<file path="src/rtl/add_rkey_bank.sv">
// AddRoundKey stage with a bank of NKEYS round keys written by index; each block is XORed with
// the key its round tag selects. Valid/ready handshake, optionally registered output.
module add_rkey_bank #(
    parameter int unsigned DW       = 128,
    parameter int unsigned NKEYS    = 11,
    parameter int unsigned AW       = 4,
    parameter int unsigned PIPE     = 1,
    parameter int unsigned REQ_LOAD = 1
) (
    input  logic          clk,
    input  logic          rst,
    input  logic          key_we,
    input  logic [AW-1:0] key_addr,
    input  logic [DW-1:0] key_din,
    input  logic          key_clr,
    output logic          keys_loaded,
    input  logic          in_valid,
    output logic          in_ready,
    input  logic [AW-1:0] in_round,
    input  logic [DW-1:0] in_data,
    output logic          out_valid,
    input  logic          out_ready,
    output logic [AW-1:0] out_round,
    output logic [DW-1:0] out_data,
    output logic [1:0]    err
);

    localparam logic [AW:0] NK = (AW+1)'(NKEYS);

    logic [DW-1:0]    key_q [NKEYS];
    logic [NKEYS-1:0] mask_q;
    logic [1:0]       err_q;
    logic [DW-1:0]    key_sel;
    logic [DW-1:0]    xor_data;
    logic             addr_ok;
    logic             round_ok;
    logic             load_ok;
    logic             accept;

    assign addr_ok     = {1'b0, key_addr} < NK;
    assign round_ok    = {1'b0, in_round} < NK;
    assign keys_loaded = &mask_q;
    assign load_ok     = keys_loaded || (REQ_LOAD == 0);
    assign accept      = in_valid && in_ready;
    assign err         = err_q;

    // Out-of-range round tags match no entry, so the key defaults to zero.
    always_comb begin
        key_sel = '0;
        for (int i = 0; i < NKEYS; i++) begin
            if (in_round == AW'(i)) key_sel = key_q[i];
        end
    end

    assign xor_data = in_data ^ key_sel;

    always_ff @(posedge clk) begin
        if (rst || key_clr) begin
            for (int i = 0; i < NKEYS; i++) key_q[i] <= '0;
            mask_q <= '0;
        end else if (key_we && addr_ok) begin
            for (int i = 0; i < NKEYS; i++) begin
                if (key_addr == AW'(i)) begin
                    key_q[i]  <= key_din;
                    mask_q[i] <= 1'b1;
                end
            end
        end
    end

    always_ff @(posedge clk) begin
        if (rst) begin
            err_q <= '0;
        end else begin
            if (key_we && !addr_ok)   err_q[0] <= 1'b1;
            if (accept && !round_ok)  err_q[1] <= 1'b1;
        end
    end

    if (PIPE != 0) begin : g_pipe
        logic          out_valid_q;
        logic [DW-1:0] out_data_q;
        logic [AW-1:0] out_round_q;

        assign in_ready  = (!out_valid_q || out_ready) && load_ok;
        assign out_valid = out_valid_q;
        assign out_data  = out_data_q;
        assign out_round = out_round_q;

        always_ff @(posedge clk) begin
            if (rst) begin
                out_valid_q <= 1'b0;
                out_data_q  <= '0;
                out_round_q <= '0;
            end else if (accept) begin
                out_valid_q <= 1'b1;
                out_data_q  <= xor_data;
                out_round_q <= in_round;
            end else if (out_ready) begin
                out_valid_q <= 1'b0;
            end
        end
    end else begin : g_comb
        assign in_ready  = out_ready && load_ok;
        assign out_valid = in_valid && load_ok;
        assign out_data  = xor_data;
        assign out_round = in_round;
    end

endmodule

</file>
<file path="config.mk">
export PLATFORM = sky130hd
export DESIGN_NAME = add_rkey_bank
export DESIGN_NICKNAME = d
export VERILOG_FILES = /design/src/rtl/add_rkey_bank.sv
export SDC_FILE = /design/constraint.sdc
export NUM_CORES = 2
export LEC_CHECK = 0
export ABC_CLOCK_PERIOD_IN_PS = 4800
export BUFFER_PORTS_ARGS = -buffer_cell sky130_fd_sc_hd__buf_2
export CAP_MARGIN = 25
export CORE_MARGIN = 5
export CORE_UTILIZATION = 50
export DETAILED_ROUTE_END_ITERATION = 8
export PLACE_DENSITY = 0.76
export SYNTH_ARGS = -nofsm -noshare
export SYNTH_HDL_FRONTEND = slang
export SYNTH_SLANG_ARGS = --single-unit
</file>
<file path="constraint.sdc">
create_clock -name clk -period 4.8 [get_ports clk]
set_input_delay 0.72 -clock clk [delete_from_list [all_inputs] [get_ports clk]]
set_output_delay 0.72 -clock clk [all_outputs]
set_load 0.02 [all_outputs]
</file>
# Word level (Yosys, flattened, before mapping)
# Memories as Yosys holds them, arrays and structs flattened.
# Cells that the tools add are included.
totals:
  ff_bits: 146
  inputBits: 270
  mem_count: 1
  wordCells: 146
  ramBits: 1408
memory_table:
  columns: ["name", "depth", "width", "rd", "rd_clocked_by_memory_dff", "wr", "line_no", "rtl"]
  rows:
  - ["key_q", 11, 128, 11, 0, 11, "30", "logic [DW-1:0] key_q [NKEYS];"]
classes:
  bitwise: 12
  n_lt_le_gt_ge: 2
  mux: 70
  n_reduce_logical: 25
  eq_ne: 20
op_table:
  columns: ["cell", "count"]
  rows:
  - ["128-bit 2-to-1 mux", 22]
  - ["128-bit bitwise XOR", 1]
  - ["1-bit 2-to-1 mux", 48]
  - ["4-bit by 3-bit == test with 1-bit output (second input constant)", 8]
  - ["4-bit == test (second input constant)", 6]
  - ["2-bit AND reduction", 11]
  - ["4-bit by 2-bit == test with 1-bit output (second input constant)", 4]
  - ["1-bit OR", 11]
  - ["11-bit AND reduction", 1]
  - ["4-bit by 1-bit == test with 1-bit output (second input constant)", 2]
  - ["4-bit zero test", 2]
  - ["4-bit less-than comparator (second input constant)", 2]
  - ["1-bit logical AND", 5]
  - ["1-bit zero test", 3]
  - ["1-bit logical OR", 2]
  - ["2-bit nonzero test", 1]

# Depth between registers and ports, before layout
logic_depth:
  depth_word: 13
  depth_mapped: 12
  mapped_depth_nobuf: 6

# Worst setup path after synthesis
# No wires, ideal clock.
synth_timing:
  kind: "input -> register"
  start: "input port key_addr[1]"
  end: "memory key_q[4][0] (enable)"
  t_required_ns: 4.308
  cell_stages: 5
  slack_ns: -0.124
  t_arrival_ns: 4.432
  path_buffers: 2
  path_cell_list: "nor3b_1 > nand2_1 > clkbuf_1 > buf_1 > nand2_1"
synth_rtl:
  columns: ["element", "line_no", "rtl"]
  rows:
  - ["from (decl)", "13", "input logic [AW-1:0] key_addr,"]
  - ["to (decl)", "30", null]

# Final worst setup path
layout_timing:
  start: "register mask_q[0]"
  end: "register g_pipe.out_data_q[76] (netlist: out_data[76])"
layout_via:
  elab_chain_len: 3
layout_rtl:
  columns: ["element", "line_no", "rtl"]
  rows:
  - ["from (decl)", "31", "logic [NKEYS-1:0] mask_q;"]
  - ["from (signal assigned)", "60", "mask_q <= '0;"]
  - ["from (signal, indexed assignment)", "65", "mask_q[i] <= 1'b1;"]
  - ["11-bit AND reduction", "42", "assign keys_loaded = &mask_q;"]
  - ["1-bit logical AND", "85", "assign in_ready = (!out_valid_q || out_ready) && load_ok;"]
  - ["1-bit logical AND", "44", "assign accept = in_valid && in_ready;"]
  - ["to (signal assigned)", "97", "out_data_q <= xor_data;"]
  - ["to (decl)", "82", "logic [DW-1:0] out_data_q;"]
# Every way passes these cells.
# A chain may end at the register's enable or synchronous reset.

==> results.sh <==
export IMPL_syn_warnings=0
export IMPL_relSlewSlack=0.184
export IMPL_tritoncts_clock_tree="built"
export IMPL_cts_sink_count=1554
export IMPL_vias=48500
export IMPL_timing_setup_tns_ps=0
export IMPL_cts_repair_resized=0
export IMPL_hpwlAfterDp_mm=118
export IMPL_nets=6068
export IMPL_timing_hold_violations_final=0
export IMPL_numPortBuffers=406
export IMPL_setup_worst_path_end_class="flip-flop"
export IMPL_globalRouteOverflowTotal=0
export IMPL_synth_top_area_share=0.626
export IMPL_min_delay_worst_endpoint="out_data[42]"
export IMPL_critical_path_reg2reg_endpoint="out_data[76]"
export IMPL_syn_cell_area_sq_um=67500
export IMPL_vias_in_the_first_global_route=47400
export IMPL_whs_path_depth=3
export IMPL_worstHoldStart="in_data[42]"
export IMPL_cts_hold_buffers_added=0
export IMPL_synth_commonest_cells="sky130_fd_sc_hd__edfxtp_1, sky130_fd_sc_hd__nor2_1, sky130_fd_sc_hd__nand2_1, sky130_fd_sc_hd__clkbuf_1, sky130_fd_sc_hd__mux2i_1"
export IMPL_fillers=10700
export IMPL_critical_path_peak_fanout=14
export IMPL_drive_above_1_share=0.143
export IMPL_boundaryPins=407
export IMPL_cellLeakagePower_nw=28.3
export IMPL_clock_skew_ps=28.1
export IMPL_fmaxAchievable_mhz=333
export IMPL_r2r_setup_slack_ps=1800
export IMPL_yosys_register_bits=1554
export IMPL_min_delay_path_class="in -> reg"
export IMPL_antenna_left=0
export IMPL_die_height_um=377
export IMPL_rows=134
export IMPL_post_synth_main_area_contributors="sky130_fd_sc_hd__edfxtp_1, sky130_fd_sc_hd__nor2_1, sky130_fd_sc_hd__dfxtp_1, sky130_fd_sc_hd__nand2_1, sky130_fd_sc_hd__mux2i_1"
export IMPL_ys_flop_type="sky130_fd_sc_hd__edfxtp_1"
export IMPL_clock_root_buffer="sky130_fd_sc_hd__clkbuf_16"
export IMPL_htreeDepth=4
export IMPL_max_slew_worst_pin_slew_ps=1220
export IMPL_stdcell_count=7709
export IMPL_core_area_sq_um=134000
export IMPL_syn_nets=5957
export IMPL_timing_max_cap_violations=0
export IMPL_critical_path_startpoint_type="flip-flop"
export IMPL_cts_reportedPaths_clkPinSlew_ps=70
export IMPL_numCtsBuffers=155
export IMPL_netlist_top_cell_by_area="sky130_fd_sc_hd__edfxtp_1"
export IMPL_initial_core_utilization=0.505
export IMPL_final_seq_area_sq_um=45200
export IMPL_grt_max_degree=130
export IMPL_drc=0
export IMPL_number_of_buffers_on_the_longest_clock_path=3
export IMPL_area_growth_pct=12.4
export IMPL_final_min_clock_period_ps=3000
export IMPL_gr_usage_all_layers=0.291
export IMPL_timing_final_max_slew_violations=0
export IMPL_seq_area_frac_synth=0.670
export IMPL_grt_first_pass_wirelength_mm=308
export IMPL_dr_first_iter_drc_count=7034
export IMPL_number_of_enable_type_register_cells_in_the_synthesized_netlist=1408
export IMPL_grt_setup_unrepaired="false"
export IMPL_area_taken_by_multi_input_logic_gates_sq_um=19600
export IMPL_post_drt_via_cell_ratio=6.30
export IMPL_clk_insertion_delay_late_ps=800
export IMPL_placed_cells=7408
export IMPL_critical_path_class="reg -> reg"
export IMPL_cp_data_arrival_time_ps=3720
export IMPL_dieArea_sq_um=142000
export IMPL_timing_final_setup_violations=0
export IMPL_outcome="finished clean"
export IMPL_power_ir_vdd_worst_mv=0.390
export IMPL_avgRoutedWirePerCell_um=27.4
export IMPL_timing_critical_path_required_ps=5520
export IMPL_antenna_found_initial=12
export IMPL_asyncSetResetFlopFracSynth=0
export IMPL_die_x_um=377
export IMPL_power_per_standard_cell_area_nw_per_um2=395
export IMPL_synthCells=5687
export IMPL_number_of_cells_on_the_worst_reg_to_reg_path=7
export IMPL_cts_post_setup_buffers_inserted=0
export IMPL_detailedRoute_firstPassIterationCount=9
export IMPL_final_period_utilization=0.625
export IMPL_origin_of_the_critical_flop_to_flop_path="mask_q[0]"
export IMPL_post_synth_num_cell_types=73
export IMPL_gp_routability_congestion=0.832
export IMPL_routed_wl_mm=211
export IMPL_post_synth_cell_area_avg_sq_um=11.9
export IMPL_yosys_cell_count_top_type="sky130_fd_sc_hd__edfxtp_1"
logic make-up (layout without fill, tap and decap cells):
family / after synthesis / count (layout) / synth area share
xor+xnor: 84 / 84 / 0.0109
mux: 210 / 210 / 0.0336
other cells: 0 / 9 / 0
buf+inv: 706 / 951 / 0.0442
flops: 1554 / 1554 / 0.670
simple gates: 2146 / 2146 / 0.131
compound gates: 987 / 987 / 0.110
sequential cells by signal (all words and copies together), names as in the netlist:
| register | flops |
|---|---|
| out_data | 128 |
| mask_q | 11 |
| key_q | 1408 |
| out_round | 4 |
| err | 2 |
| out_valid | 1 |
power by group:
| part | total, mW | switching (mW) | internal (mW) |
|---|---|---|---|
| logic | 2.17 | 1.54 | 0.635 |
| clock network | 12.1 | 5.24 | 6.89 |
| registers | 15.6 | 0.209 | 15.4 |
| total | 30.0 | 6.99 | 23.0 |
cell type report:
cell class / instances / share of cell area
sequential: 1554 / 0.596
multi-input combinational: 3427 / 0.258
clock buffer: 210 / 0.0574
timing repair buffer: 514 / 0.0429
tap: 1768 / 0.0292
clock inverter: 81 / 0.00943
inverter: 146 / 0.00725
antenna: 9 / 0.000297
per-layer routing:
metal  vias to the layer above  share of wire  GRT usage
li1                      20700              -          -
met1                     23900           0.37      0.387
met2                      3467           0.46      0.458
met3                       529           0.13     0.0782
met4                         4          0.041      0.116
met5                         -        0.00011          0
through the flow:
stage	power, mW	setup slack [ps]	hold WS, ps	cell area [sq um]	utilization
after floorplan	17.2	-124	435	67500	-
after global placement	18.0	1080	430	70800	0.529
after detailed placement	18.1	1060	435	70800	0.529
after CTS	30.0	1880	157	75800	0.567
after global routing	30.7	1760	188	75900	0.567
final	30.0	1800	199	75900	0.567
worst max path at each step:
stage               slack, ps        start  depth (start not counted)       endpoint
CTS                      1880  key_addr[2]                          5  key_q[7][107]
global placement         1080  key_addr[2]                          5   key_q[7][36]
global route             1760  in_round[0]                          7   out_data[97]
finish                   1800    mask_q[0]                          7   out_data[76]
floorplan                -120  key_addr[1]                          5    key_q[8][0]
detailed placement       1060  key_addr[2]                          5   key_q[7][36]
worst max-delay path, cell delays in order, from the launching register on:
cell and delay (ps):
sky130_fd_sc_hd__dfxtp_1 340, sky130_fd_sc_hd__nand4_1 140, sky130_fd_sc_hd__nor3_1 540, sky130_fd_sc_hd__nand3_1 580, sky130_fd_sc_hd__nor2_4 680, sky130_fd_sc_hd__buf_4 350
sky130_fd_sc_hd__o21ai_0 120, sky130_fd_sc_hd__o21ai_1 140
cells in the final DEF (no fill, tap or decap), types with 20 or more instances in the layout:
cell type                   synthesis  final
sky130_fd_sc_hd__nor3_1            33     33
sky130_fd_sc_hd__a221oi_1          38     38
sky130_fd_sc_hd__a22oi_1           98     98
sky130_fd_sc_hd__and2_1            78     78
sky130_fd_sc_hd__clkbuf_1         420     31
sky130_fd_sc_hd__mux2i_1          160    160
sky130_fd_sc_hd__xnor2_1           46     46
sky130_fd_sc_hd__o21ai_0           81     81
sky130_fd_sc_hd__a22o_1           122    122
sky130_fd_sc_hd__nor4b_1           21     21
sky130_fd_sc_hd__a211o_1           23     23
sky130_fd_sc_hd__mux2_2            28     28
sky130_fd_sc_hd__o22ai_1           52     52
sky130_fd_sc_hd__dfxtp_1          146    146
sky130_fd_sc_hd__nand2b_1          87     86
sky130_fd_sc_hd__clkinv_2           0     24
sky130_fd_sc_hd__clkinv_1           0     32
sky130_fd_sc_hd__nor2_1          1401   1397
sky130_fd_sc_hd__clkbuf_16          0    158
sky130_fd_sc_hd__buf_12             0     29
sky130_fd_sc_hd__nand2_1          445    424
sky130_fd_sc_hd__a2111oi_0         20     20
sky130_fd_sc_hd__buf_4             26     78
sky130_fd_sc_hd__buf_2             80    402
sky130_fd_sc_hd__clkbuf_8           0     21
sky130_fd_sc_hd__o211ai_1          83     83
sky130_fd_sc_hd__or3_1             23     23
sky130_fd_sc_hd__edfxtp_1        1408   1408
sky130_fd_sc_hd__o221ai_1          84     84
sky130_fd_sc_hd__inv_1            145    145
sky130_fd_sc_hd__o21ai_1          133    133
sky130_fd_sc_hd__a21oi_1           72     72
sky130_fd_sc_hd__a221oi_2          23     23
sky130_fd_sc_hd__a222oi_1          87     87
sky130_fd_sc_hd__xor2_1            38     38
sky130_fd_sc_hd__a311oi_1          20     20
Note: power is estimated with default switching activity, not from simulation.
